===== src/rtl/rtc_bus_cycle_gen_if.sv =====
// Strobe/flag bundle between the RTC sequencer (master) and the bus-cycle engine (slave).
// Read-capture signals exist only when RTC_RD_CAPTURE_EN is defined.
interface rtc_bus_cycle_gen_if;
  logic do_it;
  logic w_r;
  logic a_d;
  logic cs;
  logic rd;
  logic wr;
  logic send_add;
  logic send_data;
  logic read_data;
  logic txn_done;
  logic busy;
`ifdef RTC_RD_CAPTURE_EN
  logic [7:0] dat_in;
  logic [7:0] dat_leido;
  logic       rd_valid;

  modport master (
    output do_it, w_r, dat_in,
    input  a_d, cs, rd, wr, send_add, send_data, read_data, txn_done, busy, dat_leido, rd_valid
  );
  modport slave (
    input  do_it, w_r, dat_in,
    output a_d, cs, rd, wr, send_add, send_data, read_data, txn_done, busy, dat_leido, rd_valid
  );
`else
  modport master (
    output do_it, w_r,
    input  a_d, cs, rd, wr, send_add, send_data, read_data, txn_done, busy
  );
  modport slave (
    input  do_it, w_r,
    output a_d, cs, rd, wr, send_add, send_data, read_data, txn_done, busy
  );
`endif
endinterface


===== src/rtl/rtc_bus_cycle_gen.sv =====
// Bus-cycle engine for the muxed A/D RTC port; outputs registered, cs falls 1 cycle after do_it.
// No backpressure: do_it is a level sampled at txn boundaries. Optional read capture: RTC_RD_CAPTURE_EN.
module rtc_bus_cycle_gen #(
  parameter int unsigned T_ADR = 10,
  parameter int unsigned T_GAP = 11,
  parameter int unsigned T_DAT = 10,
  parameter int unsigned T_REC = 12
) (
  input logic               clk,
  input logic               reset,
  rtc_bus_cycle_gen_if.slave bus
);

  typedef enum logic [2:0] {S_IDLE, S_ADR, S_GAP, S_DAT, S_REC} state_e;

  localparam logic [7:0] ADR_LAST = 8'(T_ADR - 1);
  localparam logic [7:0] GAP_LAST = 8'(T_GAP - 1);
  localparam logic [7:0] DAT_LAST = 8'(T_DAT - 1);
  localparam logic [7:0] REC_LAST = 8'(T_REC - 1);

  state_e     state_q, state_d;
  logic [7:0] cnt_q, cnt_d;
  logic       wr_q, wr_d;

  logic a_d_q, a_d_d;
  logic cs_q, cs_d;
  logic rd_q, rd_d;
  logic wr_n_q, wr_n_d;
  logic send_add_q, send_add_d;
  logic send_data_q, send_data_d;
  logic read_data_q, read_data_d;
  logic txn_done_q, txn_done_d;
  logic busy_q, busy_d;

  always_comb begin
    state_d = state_q;
    cnt_d   = cnt_q + 8'd1;
    wr_d    = wr_q;
    unique case (state_q)
      S_IDLE: begin
        cnt_d = '0;
        if (bus.do_it) begin
          state_d = S_ADR;
          wr_d    = bus.w_r;
        end
      end
      S_ADR: if (cnt_q == ADR_LAST) begin
        state_d = S_GAP;
        cnt_d   = '0;
      end
      S_GAP: if (cnt_q == GAP_LAST) begin
        state_d = S_DAT;
        cnt_d   = '0;
      end
      S_DAT: if (cnt_q == DAT_LAST) begin
        state_d = S_REC;
        cnt_d   = '0;
      end
      S_REC: if (cnt_q == REC_LAST) begin
        cnt_d = '0;
        // Back-to-back: skip IDLE so the period is exactly one transaction.
        if (bus.do_it) begin
          state_d = S_ADR;
          wr_d    = bus.w_r;
        end else begin
          state_d = S_IDLE;
        end
      end
      default: begin
        state_d = S_IDLE;
        cnt_d   = '0;
      end
    endcase
  end

  // Outputs decoded from next state so they line up with the state register.
  always_comb begin
    a_d_d       = 1'b1;
    cs_d        = 1'b1;
    rd_d        = 1'b1;
    wr_n_d      = 1'b1;
    send_add_d  = 1'b0;
    send_data_d = 1'b0;
    read_data_d = 1'b0;
    txn_done_d  = 1'b0;
    busy_d      = (state_d != S_IDLE);
    case (state_d)
      S_ADR: begin
        a_d_d      = 1'b0;
        cs_d       = 1'b0;
        wr_n_d     = 1'b0;
        send_add_d = 1'b1;
      end
      S_DAT: begin
        cs_d = 1'b0;
        if (wr_d) begin
          wr_n_d      = 1'b0;
          send_data_d = 1'b1;
        end else begin
          rd_d        = 1'b0;
          read_data_d = (cnt_d == DAT_LAST);
        end
      end
      S_REC:   txn_done_d = (cnt_d == REC_LAST);
      default: ;
    endcase
  end

  always_ff @(posedge clk) begin
    if (reset) begin
      state_q     <= S_IDLE;
      cnt_q       <= '0;
      wr_q        <= 1'b0;
      a_d_q       <= 1'b1;
      cs_q        <= 1'b1;
      rd_q        <= 1'b1;
      wr_n_q      <= 1'b1;
      send_add_q  <= 1'b0;
      send_data_q <= 1'b0;
      read_data_q <= 1'b0;
      txn_done_q  <= 1'b0;
      busy_q      <= 1'b0;
    end else begin
      state_q     <= state_d;
      cnt_q       <= cnt_d;
      wr_q        <= wr_d;
      a_d_q       <= a_d_d;
      cs_q        <= cs_d;
      rd_q        <= rd_d;
      wr_n_q      <= wr_n_d;
      send_add_q  <= send_add_d;
      send_data_q <= send_data_d;
      read_data_q <= read_data_d;
      txn_done_q  <= txn_done_d;
      busy_q      <= busy_d;
    end
  end

  assign bus.a_d       = a_d_q;
  assign bus.cs        = cs_q;
  assign bus.rd        = rd_q;
  assign bus.wr        = wr_n_q;
  assign bus.send_add  = send_add_q;
  assign bus.send_data = send_data_q;
  assign bus.read_data = read_data_q;
  assign bus.txn_done  = txn_done_q;
  assign bus.busy      = busy_q;

`ifdef RTC_RD_CAPTURE_EN
  logic [7:0] dat_leido_q;
  logic       rd_valid_q;

  always_ff @(posedge clk) begin
    if (reset) begin
      dat_leido_q <= 8'h00;
      rd_valid_q  <= 1'b0;
    end else begin
      rd_valid_q <= read_data_q;
      if (read_data_q) dat_leido_q <= bus.dat_in;
    end
  end

  assign bus.dat_leido = dat_leido_q;
  assign bus.rd_valid  = rd_valid_q;
`endif

endmodule


===== src/flat_wrapper.sv =====
// flat-port wrapper written by rule: the top's interface ports become plain ports
module rtc_bus_cycle_gen_flat 
#(
  parameter int unsigned T_ADR = 10,
  parameter int unsigned T_GAP = 11,
  parameter int unsigned T_DAT = 10,
  parameter int unsigned T_REC = 12
)
  (clk, reset, bus_do_it, bus_w_r, bus_a_d, bus_cs, bus_rd, bus_wr, bus_send_add, bus_send_data, bus_read_data, bus_txn_done, bus_busy);
  rtc_bus_cycle_gen_if bus_i ();
  input logic clk;
  input logic reset;
  input wire logic [$bits(bus_i.do_it)-1:0] bus_do_it;
  input wire logic [$bits(bus_i.w_r)-1:0] bus_w_r;
  output wire logic [$bits(bus_i.a_d)-1:0] bus_a_d;
  output wire logic [$bits(bus_i.cs)-1:0] bus_cs;
  output wire logic [$bits(bus_i.rd)-1:0] bus_rd;
  output wire logic [$bits(bus_i.wr)-1:0] bus_wr;
  output wire logic [$bits(bus_i.send_add)-1:0] bus_send_add;
  output wire logic [$bits(bus_i.send_data)-1:0] bus_send_data;
  output wire logic [$bits(bus_i.read_data)-1:0] bus_read_data;
  output wire logic [$bits(bus_i.txn_done)-1:0] bus_txn_done;
  output wire logic [$bits(bus_i.busy)-1:0] bus_busy;
  assign bus_i.do_it = bus_do_it;
  assign bus_i.w_r = bus_w_r;
  assign bus_a_d = bus_i.a_d;
  assign bus_cs = bus_i.cs;
  assign bus_rd = bus_i.rd;
  assign bus_wr = bus_i.wr;
  assign bus_send_add = bus_i.send_add;
  assign bus_send_data = bus_i.send_data;
  assign bus_read_data = bus_i.read_data;
  assign bus_txn_done = bus_i.txn_done;
  assign bus_busy = bus_i.busy;
  rtc_bus_cycle_gen #(.T_ADR(T_ADR), .T_GAP(T_GAP), .T_DAT(T_DAT), .T_REC(T_REC)) u_core (.clk(clk), .reset(reset), .bus(bus_i));
endmodule

===== config.mk =====
export PLATFORM = sky130hd
export DESIGN_NAME = rtc_bus_cycle_gen_flat
export DESIGN_NICKNAME = d
export VERILOG_FILES = /design/src/rtl/rtc_bus_cycle_gen_if.sv /design/src/rtl/rtc_bus_cycle_gen.sv /design/src/flat_wrapper.sv
export SDC_FILE = /design/constraint.sdc
export NUM_CORES = 1
export LEC_CHECK = 0
export ABC_AREA = 1
export BUFFER_PORTS_ARGS = -buffer_cell sky130_fd_sc_hd__buf_2
export CORE_MARGIN = 4
export CORE_UTILIZATION = 35
export DETAILED_ROUTE_END_ITERATION = 12
export SLEW_MARGIN = 20
export SYNTH_ARGS = -nofsm -noshare
export SYNTH_HDL_FRONTEND = slang
export SYNTH_SLANG_ARGS = --single-unit
export TNS_END_PERCENT = 20

===== constraint.sdc =====
create_clock -name clk -period 3.87 [get_ports clk]
set_clock_uncertainty 0.15 [all_clocks]
set_input_delay 0.1935 -clock clk [delete_from_list [all_inputs] [get_ports clk]]
set_output_delay 0.1935 -clock clk [all_outputs]
set_load 0.05 [all_outputs]

Word level (Yosys, flattened, before mapping) --
Cells that the tools add are included. Widths: inputs -> output; s select.
Word-level totals: flip-flop bits (word level) 21
Cells by class: add/subtract/negate cells 1, eq/ne operators 12, mux-type cells 20, bitwise logic cells 2, reductions and logical operators 7
Operators by type and width (count):
- $eq 8x4->1 const B | 5
- $mux 8 | 3
- $pmux 8 s3 | 1
- $mux 3 | 5
- $pmux 3 s5 | 1
- $eq 3x2->1 const B | 3
- $add 8x1->8 const B | 1
- $mux 1 | 8
- $reduce_or 2->1 | 4
- $eq 3x1->1 const B | 2
- $eq 3x3->1 const B | 2
- $pmux 1 s2 | 2
- $logic_not 3->1 | 1
- $reduce_bool 3->1 | 1
- $reduce_or 3->1 | 1
- $not 1->1 | 2

Depth between registers and ports, before layout --
depth after elaboration 6, mapped depth 11

Worst setup path before layout --
OpenSTA, ideal clock, no wires.
path kind register -> register, start register u_core.cnt_q[0], end register u_core.cnt_q[7], arrival 1.243 ns, data required time 3.597 ns, setup slack 2.354 ns, cell stages (with the launch flop) 7, period minus slack after synthesis 1.516 ns, cells stage by stage dfxtp_1 -> ha_1 -> nand3_2 -> o21ai_1 -> nand3_2 -> nand2_1 -> a21oi_1
On the way: longest elaborated chain between the ends 3, elaborated cells between the ends (all ways) 8, classes of those cells add/sub: 1; eq/ne: 3; mux: 4
RTL lines:
- start: declaration | RTL line rtc_bus_cycle_gen.sv:22 | logic [7:0] cnt_q, cnt_d;
- start signal: assignment | RTL line rtc_bus_cycle_gen.sv:125 | cnt_q <= cnt_d;
- $add 8x1->8, or another cell as far along | RTL line rtc_bus_cycle_gen.sv:37 | cnt_d = cnt_q + 8'd1;
- $mux 8, on equally long branches
- $pmux 8 s3 * | RTL line rtc_bus_cycle_gen.sv:39 | unique case (state_q)
Every way passes the cells marked *; elsewhere a longest branch is shown, timed or not. A chain may end at the register's enable or synchronous reset.

Worst setup path in the final report --
Ends and elaborated chain as after synthesis.

==> run summary <==
first-pass GRT wire length: 3610 um
Die Y-Extent: 62.1 um
crit path kind: flip-flop to flip-flop
die width: 62.1 um
htree depth: 1
Syn Inst Count: 146
CTS tree: built
Slew @ Worst Pin: 0.309 ns
number of global-route vias before repair: 892
most frequent cell after synthesis: nand2_1
Post-synth top flop: dfxtp_1
Fmax: 0.582 GHz
largest net degree at the start of global routing: 13
residual DRC count: 0
Synth area leader: dfxtp_1
Via Count: 916
Synth async-reset ratio: 0%
Slew Viols, Final: 0
Yosys reg bits: 21
synth top area cells: dfxtp_1 (41%), nand2_1 (12%), inv_1 (8.1%)
ant diodes: 0
Pint: 0.273 mW
clk slew on worst S/H paths: 0.12 ns
Clk Latency, worst-skew pair: 0.31 ns
setup bufs post-CTS: 0
Nets: 171
Post-synth EDFFs: 0
gr ovfl total: 0
Max-cap violations: 0
post-synth top area share: 41.0%
ANT nets after route: 0
WHS Path Cells: 3
Worst slew margin: 79.4%
Routed WL: 2010 um
io pins: 13
Starting Density: 36.8%
Comb pwr share: 11.7%
status: complete, no violations
power share of the clock group: 28.1%
fin crit period: 1.72 ns
endpoints failing setup: 0
Final Hold Fails: 0
RSZ-0062 raised after global routing: false
number of port buffers: 12
FP Rows: 19
Worst Slack Setup Final: 2.15 ns
Non-Filler Instances: 194
Syn Area/Cell: 7.02 um^2
WP data required: 3.92 ns
Switch Pwr: 0.102 mW
initial antenna violation count: 0
wire per inst: 10.3 um
clock sinks: 21
placed cells: 189
Routability Congestion: 0.784
drt first pass iters: 4
GRT Resource Usage Total: 11.0%
CTS Buf Count: 3
Die ar.: 3860 um^2
crit path max fanout: 7
mapped cell area: 1020 um^2
period utilisation layout: 44.4%
switching share of power: 27.3%
Flop pwr share: 60.1%
worst slack at placement: 2.15 ns
Post-synth top cells: nand2_1 (33), inv_1 (22), nor2_1 (22)
post-cts sizing count: 0
Crit. End Element: flip-flop
Final HPWL DP: 1640 um
total power: 0.375 mW
root buffer cell: clkbuf_4
CTS Buffer Depth: 2
Peak VDD IR: 0.322 mV
# fillers: 294
vias per cell: 4.72
layout cells sized above 1: 19.6%
yosys warns: 0
Unique masters post-synth: 20
Sum Neg Setup Slack: 0 ns
core area: 2780 um^2
FF-to-FF path depth: 6
Post-Route Utilization: 41.7%
Initial DRC Count: 20
Synthesized Nets: 153
Power Density: 323 nW/um^2
synthesis-to-layout area growth: 13.3%
Seq/Total Area, Yosys: 41.0%
CP arrival: 1.77 ns
class of the worst hold path: input port to flip-flop
CP startpoint kind: flip-flop
Leak: 0.564 nW
-- kinds of logic after synthesis --
group	Yosys count	share of synthesized area, %
DFF	21	41.0
and+or+nand+nor	85	39.1
adders and majority gates	3	3.66
buffers and inverters	27	9.89
xor gates and xnor gates	1	0.855
AOI/OAI and AO/OA	9	5.50
-- layout by cell type (no fill, tap or decap) --
cell type	n
nand2_1	33
nor3_1	4
nand2_2	3
nand4_1	4
clkinv_1	2
nor2_4	1
o21ai_1	4
clkbuf_4	3
nand3b_1	1
a21oi_1	2
dlygate4sd3_1	1
nand3_1	11
inv_1	22
nor2_1	22
nand3_2	4
xnor2_1	1
o21ai_2	3
nor2_2	1
dfxtp_1	21
ha_1	3
inv_2	3
nor3_2	1
buf_2	12
clkinv_2	1
-- timing repair --
item,4_1_cts,5_1_grt
hold endpoints to repair,2,0
hold buffers,1,0
endpoints found under the setup margin,0,0
-- layout make-up --
class	count	area, um^2	area share (%)
Clock inverter	1	5.00	0.431
Clock buffer	3	22.5	1.94
Timing Repair Buffer	13	70.1	6.03
Sequential cell	21	420	36.2
Tap cell	31	38.8	3.34
Multi-Input combinational cell	98	503	43.3
Inverter	27	101	8.73
-- final timing paths --
kind / from / end / slack, ns
hold reg to reg: u_core.cnt_q[0] / u_core.cnt_q[0] / 0.37
setup reg to reg: u_core.cnt_q[0] / u_core.cnt_q[7] / 2.15
setup / recovery: u_core.cnt_q[0] / u_core.cnt_q[7] / 2.15
hold / removal: bus_w_r / u_core.wr_q / 0.01
-- state kept, by name (all words and copies together), names as in the netlist --
name / count
u_core.cnt_q: 8
u_core.state_q: 3
u_core.bus.a_d: 1
u_core.bus.busy: 1
u_core.bus.cs: 1
u_core.bus.rd: 1
u_core.bus.read_data: 1
u_core.bus.send_add: 1
u_core.bus.send_data: 1
u_core.bus.txn_done: 1
u_core.bus.wr: 1
u_core.wr_q: 1
-- per-stage QoR --
stage | cell area [um^2] | hold slack [ns]
finish | 1160 | 0.0117
global route | 1160 | 0.0120
CTS | 1160 | 0.00303
detailed placement | 1120 | 0.270
global placement | 1120 | 0.271
floorplan | 1020 | 0.116
-- power groups by stage --
stage | registers (mW) | clock network [mW] | logic (mW)
floorplan | 0.246 | 0 | 0.0182
global placement | 0.231 | 0 | 0.0436
detailed placement | 0.231 | 0 | 0.0436
CTS | 0.226 | 0.110 | 0.0445
global route | 0.227 | 0.120 | 0.0478
finish | 0.226 | 0.106 | 0.0440
-- worst max-delay path: stages, from the launching register on --
cell and delay, ns:
dfxtp_1 0.43, ha_1 0.27, nand3_2 0.11, o21ai_1 0.21, nand3_2 0.13, nand2_1 0.22, a21oi_1 0.08
-- metal layers --
| layer | track usage (%) | up-vias | routed length, um |
|---|---|---|---|
| met4 | 2.44 | 0 | 13 |
| met1 | 13.7 | 407 | 924 |
| li1 | - | 489 | - |
| met2 | 18.1 | 18 | 949 |
| met5 | 0 | - | 0 |
| met3 | 3.78 | 2 | 119 |
Power figures use the tool's default switching activity.
